## src/rtl/regfile_wr_arbiter_if.sv

```systemverilog
// Write-offer bus between two requesters and the register-file write arbiter.
// The master side offers writes; the slave side returns ready and the write port.
interface regfile_wr_arbiter_if;
  logic        req0;
  logic        req1;
  logic [4:0]  addr0;
  logic [4:0]  addr1;
  logic [31:0] data0;
  logic [31:0] data1;
  logic        rdy0;
  logic        rdy1;
  logic        wr_en;
  logic [4:0]  wr_addr;
  logic [31:0] wr_data;

  modport master (
    output req0, req1, addr0, addr1, data0, data1,
    input  rdy0, rdy1, wr_en, wr_addr, wr_data
  );

  modport slave (
    input  req0, req1, addr0, addr1, data0, data1,
    output rdy0, rdy1, wr_en, wr_addr, wr_data
  );
endinterface

```

## src/rtl/regfile_wr_arbiter.sv

```systemverilog
// Two-requester write arbiter for a 32x32 register file, one skid buffer per requester.
// Define ARB_ROUND_ROBIN_EN for round-robin contention; otherwise requester 0 has fixed priority.
module regfile_wr_arbiter (
  input  logic                 clock,
  input  logic                 clr,
  regfile_wr_arbiter_if.slave  bus
);

  logic [1:0]       full_q;
  logic [1:0]       full_d;
  logic [1:0][4:0]  addr_q;
  logic [1:0][4:0]  addr_d;
  logic [1:0][31:0] data_q;
  logic [1:0][31:0] data_d;
  logic             wr_en_q;
  logic             wr_en_d;
  logic [4:0]       wr_addr_q;
  logic [4:0]       wr_addr_d;
  logic [31:0]      wr_data_q;
  logic [31:0]      wr_data_d;

  logic [1:0]       req_s;
  logic [1:0]       rdy_s;
  logic [1:0]       xfer_s;
  logic [1:0]       gnt_oh_s;
  logic [1:0][4:0]  addr_in_s;
  logic [1:0][31:0] data_in_s;
  logic             gnt_vld_s;
  logic             gnt_idx_s;
  logic             pick_s;
  logic [4:0]       gnt_addr_s;
  logic [31:0]      gnt_data_s;

`ifdef ARB_ROUND_ROBIN_EN
  logic ptr_q;
  logic ptr_d;

  // On contention the requester that did not win last time goes first
  assign pick_s = ~ptr_q;

  always_comb begin
    ptr_d = ptr_q;
    if (gnt_vld_s) begin
      ptr_d = gnt_idx_s;
    end else begin
      ptr_d = ptr_q;
    end
  end

  always_ff @(posedge clock or posedge clr) begin
    if (clr) begin
      ptr_q <= 1'b1;
    end else begin
      ptr_q <= ptr_d;
    end
  end
`else
  assign pick_s = 1'b0;
`endif

  assign req_s     = {bus.req1, bus.req0};
  assign addr_in_s = {bus.addr1, bus.addr0};
  assign data_in_s = {bus.data1, bus.data0};

  always_comb begin
    gnt_vld_s = 1'b0;
    gnt_idx_s = 1'b0;
    case (full_q)
      2'b01: begin
        gnt_vld_s = 1'b1;
        gnt_idx_s = 1'b0;
      end
      2'b10: begin
        gnt_vld_s = 1'b1;
        gnt_idx_s = 1'b1;
      end
      2'b11: begin
        gnt_vld_s = 1'b1;
        gnt_idx_s = pick_s;
      end
      default: begin
        gnt_vld_s = 1'b0;
        gnt_idx_s = 1'b0;
      end
    endcase
  end

  // A granted buffer frees itself this cycle, so its requester may refill it at the same edge
  assign gnt_oh_s   = {gnt_vld_s & gnt_idx_s, gnt_vld_s & ~gnt_idx_s};
  assign rdy_s      = ~full_q | gnt_oh_s;
  assign xfer_s     = req_s & rdy_s;
  assign gnt_addr_s = addr_q[gnt_idx_s];
  assign gnt_data_s = data_q[gnt_idx_s];

  always_comb begin
    full_d = full_q;
    addr_d = addr_q;
    data_d = data_q;
    for (int i = 0; i < 2; i++) begin
      if (xfer_s[i]) begin
        full_d[i] = 1'b1;
        addr_d[i] = addr_in_s[i];
        data_d[i] = data_in_s[i];
      end else if (gnt_oh_s[i]) begin
        full_d[i] = 1'b0;
      end else begin
        full_d[i] = full_q[i];
      end
    end
  end

  // Register 0 is hardwired zero: its entries drain without a write strobe
  always_comb begin
    wr_en_d   = gnt_vld_s & (gnt_addr_s != 5'd0);
    wr_addr_d = wr_addr_q;
    wr_data_d = wr_data_q;
    if (gnt_vld_s) begin
      wr_addr_d = gnt_addr_s;
      wr_data_d = gnt_data_s;
    end else begin
      wr_addr_d = wr_addr_q;
      wr_data_d = wr_data_q;
    end
  end

  always_ff @(posedge clock or posedge clr) begin
    if (clr) begin
      full_q    <= 2'b00;
      addr_q    <= '0;
      data_q    <= '0;
      wr_en_q   <= 1'b0;
      wr_addr_q <= 5'd0;
      wr_data_q <= 32'd0;
    end else begin
      full_q    <= full_d;
      addr_q    <= addr_d;
      data_q    <= data_d;
      wr_en_q   <= wr_en_d;
      wr_addr_q <= wr_addr_d;
      wr_data_q <= wr_data_d;
    end
  end

  assign bus.rdy0    = rdy_s[0];
  assign bus.rdy1    = rdy_s[1];
  assign bus.wr_en   = wr_en_q;
  assign bus.wr_addr = wr_addr_q;
  assign bus.wr_data = wr_data_q;

endmodule

```

## src/flat_wrapper.sv

```systemverilog
// flat-port wrapper written by rule: the top's interface ports become plain ports
module regfile_wr_arbiter_flat 
  (clock, clr, bus_req0, bus_req1, bus_addr0, bus_addr1, bus_data0, bus_data1, bus_rdy0, bus_rdy1, bus_wr_en, bus_wr_addr, bus_wr_data);
  regfile_wr_arbiter_if bus_i ();
  input  logic clock;
  input  logic clr;
  input wire logic [$bits(bus_i.req0)-1:0] bus_req0;
  input wire logic [$bits(bus_i.req1)-1:0] bus_req1;
  input wire logic [$bits(bus_i.addr0)-1:0] bus_addr0;
  input wire logic [$bits(bus_i.addr1)-1:0] bus_addr1;
  input wire logic [$bits(bus_i.data0)-1:0] bus_data0;
  input wire logic [$bits(bus_i.data1)-1:0] bus_data1;
  output wire logic [$bits(bus_i.rdy0)-1:0] bus_rdy0;
  output wire logic [$bits(bus_i.rdy1)-1:0] bus_rdy1;
  output wire logic [$bits(bus_i.wr_en)-1:0] bus_wr_en;
  output wire logic [$bits(bus_i.wr_addr)-1:0] bus_wr_addr;
  output wire logic [$bits(bus_i.wr_data)-1:0] bus_wr_data;
  assign bus_i.req0 = bus_req0;
  assign bus_i.req1 = bus_req1;
  assign bus_i.addr0 = bus_addr0;
  assign bus_i.addr1 = bus_addr1;
  assign bus_i.data0 = bus_data0;
  assign bus_i.data1 = bus_data1;
  assign bus_rdy0 = bus_i.rdy0;
  assign bus_rdy1 = bus_i.rdy1;
  assign bus_wr_en = bus_i.wr_en;
  assign bus_wr_addr = bus_i.wr_addr;
  assign bus_wr_data = bus_i.wr_data;
  regfile_wr_arbiter u_core (.clock(clock), .clr(clr), .bus(bus_i));
endmodule
```

## config.mk

```make
export PLATFORM = sky130hd
export DESIGN_NAME = regfile_wr_arbiter_flat
export DESIGN_NICKNAME = d
export VERILOG_FILES = /design/src/rtl/regfile_wr_arbiter_if.sv /design/src/rtl/regfile_wr_arbiter.sv /design/src/flat_wrapper.sv
export SDC_FILE = /design/constraint.sdc
export NUM_CORES = 1
export LEC_CHECK = 0
export CAP_MARGIN = 10
export CORE_MARGIN = 2
export CORE_UTILIZATION = 53
export DETAILED_ROUTE_END_ITERATION = 8
export GPL_TIMING_DRIVEN = 0
export HOLD_SLACK_MARGIN = 0.15
export PLACE_DENSITY = 0.9
export SYNTH_ARGS = -nofsm -noshare
export SYNTH_HDL_FRONTEND = slang
export SYNTH_SLANG_ARGS = --single-unit
```

## constraint.sdc

```tcl
create_clock -name clock -period 5.5 [get_ports clock]
set_clock_uncertainty 0.1 [all_clocks]
set_input_delay 0.55 -clock clock [delete_from_list [all_inputs] [get_ports clock]]
set_output_delay 0.55 -clock clock [all_outputs]
set_load 0.01 [all_outputs]
```

==> summary.txt <==
Pwr
  • Total Power: 2.44 mW
  • Sw frac: 24.4%
  • Sw Pwr: 595 uW
  • P per Cell Area: 371 mW/mm^2
  • Pint: 1.85 mW
  • Leak: 2.99 nW
  • Peak VDD IR: 0.226 mV
  • Combinational share of power: 15.9%
  • Clock power frac: 42.5%
  • Sequential share of power: 41.6%

Clock network
  • Sink Count: 114
  • Clock transition at path regs: 0.06 ns
  • Post_cts resized: 0
  • CTS tree: built
  • Later-pin clock latency in the skew report: 0.50 ns
  • Maximum root-to-sink buffer count: 2
  • H-tree levels: 4
  • Clock root cell: clkbuf_8
  • CTS Buf Count: 17

Routing
  • Drt drc: 0
  • DR vias/cell: 5.34
  • ANT nets after route: 0
  • 1st-pass router iterations: 6
  • Via count: 3139
  • Final wirelength: 11200 um
  • Drt wl/cell: 19.0 um
  • Initial DRC count: 88

Critical path
  • Crit. End Element: output pin
  • WP data arrival: 1.58 ns
  • Crit path kind: reg2out
  • Worst setup SP type: flip-flop
  • Crit-path max FO: 5
  • Required time of the critical path: 4.85 ns

Cells and area
  • Non-Filler Instances: 588
  • Multi-input gate area: 0.00169 mm^2
  • Nets: 545
  • Synth-to-Final Area Change: 40.3%
  • Final core occ: 76.1%
  • Share of cells above drive strength 1: 15.8%
  • # diodes: 0
  • Fill cells: 551
  • Seq. cell area: 0.00285 mm^2
  • Finished Cell Area: 0.00657 mm^2

Global routing
  • Initial antenna violation count: 0
  • First-pass GRT wire length: 18100 um
  • Largest net degree at the start of global routing: 76
  • GRT Total Usage: 24.7%
  • Vias in the first global route: 3567
  • Grt total ovfl: 0

Synth
  • Sequential area share after synthesis: 60.9%
  • Post-synthesis cell count: 331
  • Seq cells post-synth: 114
  • Synth warn: 0
  • Count of cell types in the netlist: 17
  • Post-Syn Area per Cell: 14.1 um^2
  • Syn Nets: 409
  • Synth Cell Area: 0.00468 mm^2

Die
  • Core ar.: 0.00864 mm^2
  • Die ar.: 0.00960 mm^2
  • Die Height: 98.0 um
  • Starting Density: 54.2%
  • Die Wd: 98.0 um
  • I/O pin cnt: 118
  • Num rows: 34

STA
  • Final Hold Viols: 0
  • Max-slew violations: 0
  • FMAX: 449 MHz
  • Setup repair after global routing missed its margin: no
  • Worst-Margin Slew: 0.530 ns
  • Fin crit share: 40.5%
  • Fin Setup TNS: 0 ns
  • Final setup vio count: 0
  • Max_slew headroom: 64.7%
  • Fin crit period: 2.23 ns

Place
  • GPL Wtd Cong: 0.762
  • Placed cell count: 555
  • Area after DPL: 0.00600 mm^2
  • Detail Placement HPWL: 7340 um
  • IO Port Bufs: 115

Run
  • MaxCap Viol Count: 0

Min path
  • Worst Hold Class: in2async

Outcome
  • Status: finished, final reports clean
==> power groups by stage <==
stage          clock [mW]  combinational, mW  sequential [mW]
2_1_floorplan           0              0.186             1.03
3_3_place_gp            0              0.368             1.02
3_5_place_dp            0              0.385             1.02
4_1_cts              1.05              0.392             1.02
5_1_grt              1.10              0.417             1.03
6_report             1.04              0.387             1.02
==> state kept, by name, summed over array words and instances (netlist names) <==
| signal | count |
|---|---|
| u_core.addr_q | 10 |
| u_core.bus.wr_addr | 5 |
| u_core.bus.wr_data | 32 |
| u_core.bus.wr_en | 1 |
| u_core.data_q | 64 |
| u_core.full_q | 2 |
==> per-stage QoR <==
stage                     hold WS, ns  setup slack (ns)
after floorplan                 0.348              1.83
after global placement          0.357             0.434
after detailed placement        0.370              3.42
after CTS                       0.341              3.25
after global routing            0.363              3.21
final                           0.342              3.27
==> metal layers <==
| metal | wire [um] | GRT usage (%) | vias to the layer above |
|---|---|---|---|
| met5 | 0 | 0 | - |
| met4 | 244 | 7.59 | 0 |
| met3 | 678 | 9.02 | 22 |
| met2 | 5910 | 42.3 | 112 |
| met1 | 4360 | 29.2 | 1589 |
| li1 | - | - | 1416 |
==> cells by family after synthesis <==
logic type | synth area share (%)
multiplexers | 28.1
other | 0.0801
buffers and inverters | 2.91
AND/OR/NAND/NOR | 3.69
flip-flops | 60.9
AO/OA/AOI/OAI | 4.28
==> final cells by class <==
type                    instances  area share [%]
inverters                       1          0.0952
repair buffers                117            18.1
flip-flops and latches        114            43.4
clock inverters                10            1.66
multi-input cells             194            25.8
plain buffers                  22            2.02
clock buffers                  22            6.89
well taps                     108            2.06
==> layout by cell type, fill, tap and decap left out, types with 2 or more instances in the layout <==
cell and n:
clkdlybuf4s50_1 115, dfrtp_1 114, mux2_1 44, o21ai_1 40, mux2i_1 37, nand2_1 37, mux2_4 30, clkbuf_16 16
clkbuf_1 8, buf_2 7, clkinv_2 5, buf_6 4, buf_1 3, buf_4 3, clkbuf_8 3, or4_1 2
clkinvlp_4 2, bufinv_16 2
==> final timing paths <==
check / from / to / slack, ns / cells past startpoint
worst max-delay path: u_core.full_q[0]$_DFFE_PP0P_ / bus_rdy1 / 3.27 / 2
worst min-delay path: clr / u_core.data_q[34]$_DFFE_PP0P_ / 0.34 / 2
worst max register to register: u_core.full_q[1]$_DFFE_PP0P_ / u_core.bus.wr_addr[0]$_DFFE_PP0P_ / 3.89 / 4
worst min register to register: u_core.data_q[28]$_DFFE_PP0P_ / u_core.bus.wr_data[28]$_DFFE_PP0P_ / 0.38 / 2
max in group asynchronous: clr / u_core.data_q[49]$_DFFE_PP0P_ / 4.23 / 3
min in group clock: bus_req0 / u_core.data_q[17]$_DFFE_PP0P_ / 0.37 / 2
==> worst max-delay path, cell delays in order, from the launching register on <==
cell             delay [ns]
dfrtp_1                0.43
nand2_2                0.09
clkdlybuf4s50_1        0.57
==> timing repair <==
| item | in CTS | in global routing |
|---|---|---|
| buffers inserted | 0 | 0 |
| hold endpoints to repair | 1 | 0 |
| hold buffers | 1 | 0 |
==> synthesized netlist by cell type <==
library cell | instances | area, um^2
clkbuf_1 | 5 | 18.8
and2_1 | 1 | 6.26
mux2_4 | 30 | 450
inv_1 | 1 | 3.75
o21ai_1 | 40 | 200
buf_2 | 7 | 35.0
buf_6 | 4 | 45.0
or4_1 | 2 | 15.0
mux2_1 | 44 | 495
buf_1 | 3 | 11.3
nand2b_1 | 1 | 6.26
nand2_1 | 37 | 139
dfrtp_1 | 114 | 2850
mux2i_1 | 37 | 370
nand2_2 | 1 | 6.26
conb_1 | 1 | 3.75
buf_4 | 3 | 22.5
Note: power is estimated with default switching activity, not from simulation.
==> variant 1: new RTL, same settings <==
`data_q` no longer has a reset.
--- a/src/rtl/regfile_wr_arbiter.sv
+++ b/src/rtl/regfile_wr_arbiter.sv
@@ -129,3 +129,2 @@
       addr_q    <= '0;
-      data_q    <= '0;
       wr_en_q   <= 1'b0;
@@ -136,3 +135,2 @@
       addr_q    <= addr_d;
-      data_q    <= data_d;
       wr_en_q   <= wr_en_d;
@@ -141,2 +139,6 @@
     end
+  end
+
+  always_ff @(posedge clock) begin
+    data_q <= data_d;
   end
Formal check against the unedited RTL: no difference found for any inputs over 10 cycles, from zero or initial values; that may be too few to reach the edited logic, so the function may still have changed.
==> variant 1 against the unedited design <==
- utilization increased by 3.0 points
- cell area shrank 7.9%
- area after synthesis shrank 11%
- first-iteration DRC count rose by 32%
- worst hold slack lost 110 ps
- synthesized cell count is 21% lower
- via count shrank 14%
- fmax fell by 0.92%
- wire length fell by 15%
- largest power group unchanged
- setup slack worse by 21 ps
- sequential cell count is the same
- total power decreased by 2.4%
- count of clock-buffer cells in the layout fell by 1
- sequential share of layout area grew 9.0 points
==> variant 1: results (changes against the unedited design) <==
[status]
status = finished clean

[synth]
synthCells = 262  ; -21%
synth_edf_count = 64  ; +64
ys_types = 18  ; +1
synth_commonest_cells = 64 x edfxtp_1, 50 x dfrtp_1, 37 x mux2i_1, 37 x nand2_1, 22 x o21ai_1
muxShareOfSynthArea = 0.121  ; -0.160
synth_compound_area_frac = 0.0482  ; +0.00548
synthTopCellsByArea = edfxtp_1 46%, dfrtp_1 30%, mux2i_1 8.9%
syn-num-nets = 340  ; -17%
async_reset_ff_frac = 0.439  ; -0.561

[power_and_ir_drop]
swShare = 0.213  ; -0.0304
p_leak_nw = 2.50  ; -16%
power.share.clock = 0.466  ; +0.041
comb_power_share = 0.105  ; -0.054
peakVddDrop_mv = 0.320  ; +42%

[grt]
grt.met3_usage = 0.0700  ; -0.0202
grt.total_usage = 0.239  ; -0.00768
grt_pass1_vias = 2920  ; -18%
grt_max_degree = 38  ; -50%
grt_pass1_wl_mm = 14.8  ; -18%
grtUsageMet2 = 0.429  ; +0.00576
use_met1 = 0.273  ; -0.0194

[sta]
worst_slew_pin_slew_ps = 883  ; +353 ps

[place]
finalWeightedCongestion = 0.763  ; about the same
pre_cts_slack_ps = 3410  ; -17.1 ps
placed_area_um2 = 5450  ; -9.1%
hpwlAfterDp_mm = 6.29  ; -14%

[cells_and_area]
final_cells = 512  ; -13%
signal_buffer_area_fraction = 0.210  ; +0.00841
nets = 475  ; -13%
nFillCells = 458  ; -17%
multi_input_area_share = 0.145  ; -0.112
clock_buffers = 21  ; -4.5%
nMultiInputCombCells = 130  ; -33%
syn_to_final_growth_pct = 45.8
clk_share = 0.0991  ; +0.0136

[routing]
wl_mm = 9.57  ; -15%
met1_length_mm = 3.60  ; -17%
vias = 2685  ; -14%
dr_wl_met2_mm = 5.29  ; -11%
drt_iter0_drc = 116  ; +32%
route.met3.wl_um = 542  ; -20%
firstDrtPassIters = 4  ; -2

[worst_setup_path]
arrival_ps = 1600  ; +20 ps
cpMaxStageDelayCell = clkdlybuf4s50_1
slowest_delay_ps = 550  ; -20 ps

variant 1: changes by cell type after synthesis, moves of 18 or more:
cell / unedited run / this run
dfrtp_1: 114 / 50
edfxtp_1: 0 / 64
mux2_1: 44 / 0
mux2_4: 30 / 5
o21ai_0: 0 / 18
o21ai_1: 40 / 22
variant 1: final timing paths:
kind / cells after the start / endpoint / slack [ps]
setup / recovery: 2 / bus_rdy1 / 3250
hold / removal: 2 / u_core.bus.wr_data[24]$_DFFE_PP0P_ / 230
max in group asynchronous: 3 / u_core.addr_q[1]$_DFFE_PP0P_ / 4550
hold reg to reg: 2 / u_core.bus.wr_data[20]$_DFFE_PP0P_ / 360
min in group clock: 2 / u_core.full_q[0]$_DFFE_PP0P_ / 290
setup reg to reg: 4 / u_core.addr_q[8]$_DFFE_PP0P_ / 3880
variant 1: worst max-delay path, delay by kind of cell (launching register included):
family,cells,cell delay (ps)
DFF,1,440
buffers and inverters,1,550
and+or+nand+nor,1,100
==> variant 2: new RTL, config.mk and constraints unchanged <==
Made on the original files. Add a define of `ARB_ROUND_ROBIN_EN`.
--- a/src/rtl/regfile_wr_arbiter.sv
+++ b/src/rtl/regfile_wr_arbiter.sv
@@ -2,2 +2,4 @@
 // Define ARB_ROUND_ROBIN_EN for round-robin contention; otherwise requester 0 has fixed priority.
+`define ARB_ROUND_ROBIN_EN
+
 module regfile_wr_arbiter (
Behaviour: not the same (a bounded check fails within 4 cycles, from zero or initial values).
==> variant 2 against the unedited design <==
- highest routed layer unchanged
- wire length decreased by 3.1%
- critical path type unchanged
- cell area increased by 0.40%
- sequential cell count up 1
- area after synthesis rose by 0.43%
- setup slack worse by 250 ps
- first-iteration DRC count is 10% lower
Power is not compared: it rests on default switching activity, and its combinational part moved more than twofold at a synthesized area within 25%.
==> variant 2: results (changes against the unedited design) <==
[status]
status = finished clean

[worst_setup_path]
crit_family = flip-flops
crit_path_end = bus_rdy0
arrival_ps = 1830  ; +250 ps
r2r-end = u_core.bus.wr_data[9]$_DFFE_PP0N_
r2r_slack_ps = 3720  ; -170 ps
startpoint = u_core.ptr_q$_DFFE_PP1N_
cpMaxStageDelayCell = dfstp_2

[grt]
grt_pass1_wl_mm = 17.7  ; -2.1%
grt_max_degree = 71  ; -6.6%
grtUsageMet2 = 0.408  ; -0.0148
grt.met3_usage = 0.0659  ; -0.0243
grt_pass1_vias = 3458  ; -3.1%
grt.total_usage = 0.238  ; -0.00902

[place]
place_inst = 528  ; -4.9%
finalWeightedCongestion = 0.728  ; -4.4%
port_buffers = 117  ; +1.7%
hpwlAfterDp_mm = 7.16  ; -2.5%
placed_area_um2 = 6030  ; +0.54%
pre_cts_slack_ps = 3440  ; +19.7 ps

[worst_hold_path]
hold_path.class = flop to flop

[routing]
dr_wl_met2_mm = 5.60  ; -5.2%
vias = 3083  ; -1.8%
drt_iter0_drc = 79  ; -10%
firstDrtPassIters = 4  ; -2
met1_length_mm = 4.53  ; +3.9%
wl_per_cell_um = 19.5  ; +2.3%

[cells_and_area]
nets = 517  ; -5.1%
final_cells = 557  ; -5.3%
layout-drive-gt1-share = 0.214  ; +0.0555

[synth]
ys_seq_area_frac = 0.612  ; +0.00299
ys_types = 25  ; +8
synth_commonest_cells = 114 x dfrtp_1, 32 x a21o_1, 32 x a22o_1
synthTopCellsByArea = dfrtp_1 61%, mux2_4 9.6%, mux2_1 7.4%
syn-num-nets = 380  ; -7.1%

[sta]
relSlewSlack = 0.432  ; -0.215
layout_setup_ws_ps = 3020  ; -251 ps

==> variant 2: changes by cell type in the layout (fill, tap and decap cells not counted), moves of 3 or more <==
cell      delta
clkbuf_8     +3
o21ai_1     -35
buf_1        -3
nand2_1     -31
a22o_1      +32
buf_6        +4
a21o_1      +32
clkbuf_1     -4
mux2i_1     -33
mux2_2      +14
mux2_1      -13
==> variant 2: how the worst min path moves through the flow <==
stage | startpoint | end | slack, ps | cells past startpoint
global placement | u_core.data_q[19]$_DFFE_PP0P_ | u_core.bus.wr_data[19]$_DFFE_PP0N_ | 350 | 1
global route | u_core.data_q[0]$_DFFE_PP0P_ | u_core.bus.wr_data[0]$_DFFE_PP0N_ | 400 | 1
CTS | u_core.data_q[20]$_DFFE_PP0P_ | u_core.bus.wr_data[20]$_DFFE_PP0N_ | 380 | 1
finish | u_core.data_q[20]$_DFFE_PP0P_ | u_core.bus.wr_data[20]$_DFFE_PP0N_ | 380 | 1
floorplan | u_core.data_q[19]$_DFFE_PP0P_ | u_core.bus.wr_data[19]$_DFFE_PP0N_ | 340 | 1
detailed placement | u_core.data_q[15]$_DFFE_PP0P_ | u_core.bus.wr_data[15]$_DFFE_PP0N_ | 360 | 1
==> variant 2: layout make-up <==
type | count | area, µm²
sequential | 115 | 2880
fill | 575 | 2080
multi-input combinational | 169 | 1680
timing repair buffer | 118 | 1190
clock buffer | 24 | 490
buffer | 17 | 138
tap | 108 | 135
clock inverter | 5 | 75.1
inverter | 1 | 6.26
==> variant 2: cells by family after synthesis <==
| kind of cell | after synthesis | share of synthesized area |
|---|---|---|
| buffers and inverters | 18 | 0.0301 |
| AND/OR/NAND/NOR | 18 | 0.0242 |
| multiplexers | 79 | 0.212 |
| flip-flops | 115 | 0.612 |
| AO/OA/AOI/OAI | 72 | 0.121 |
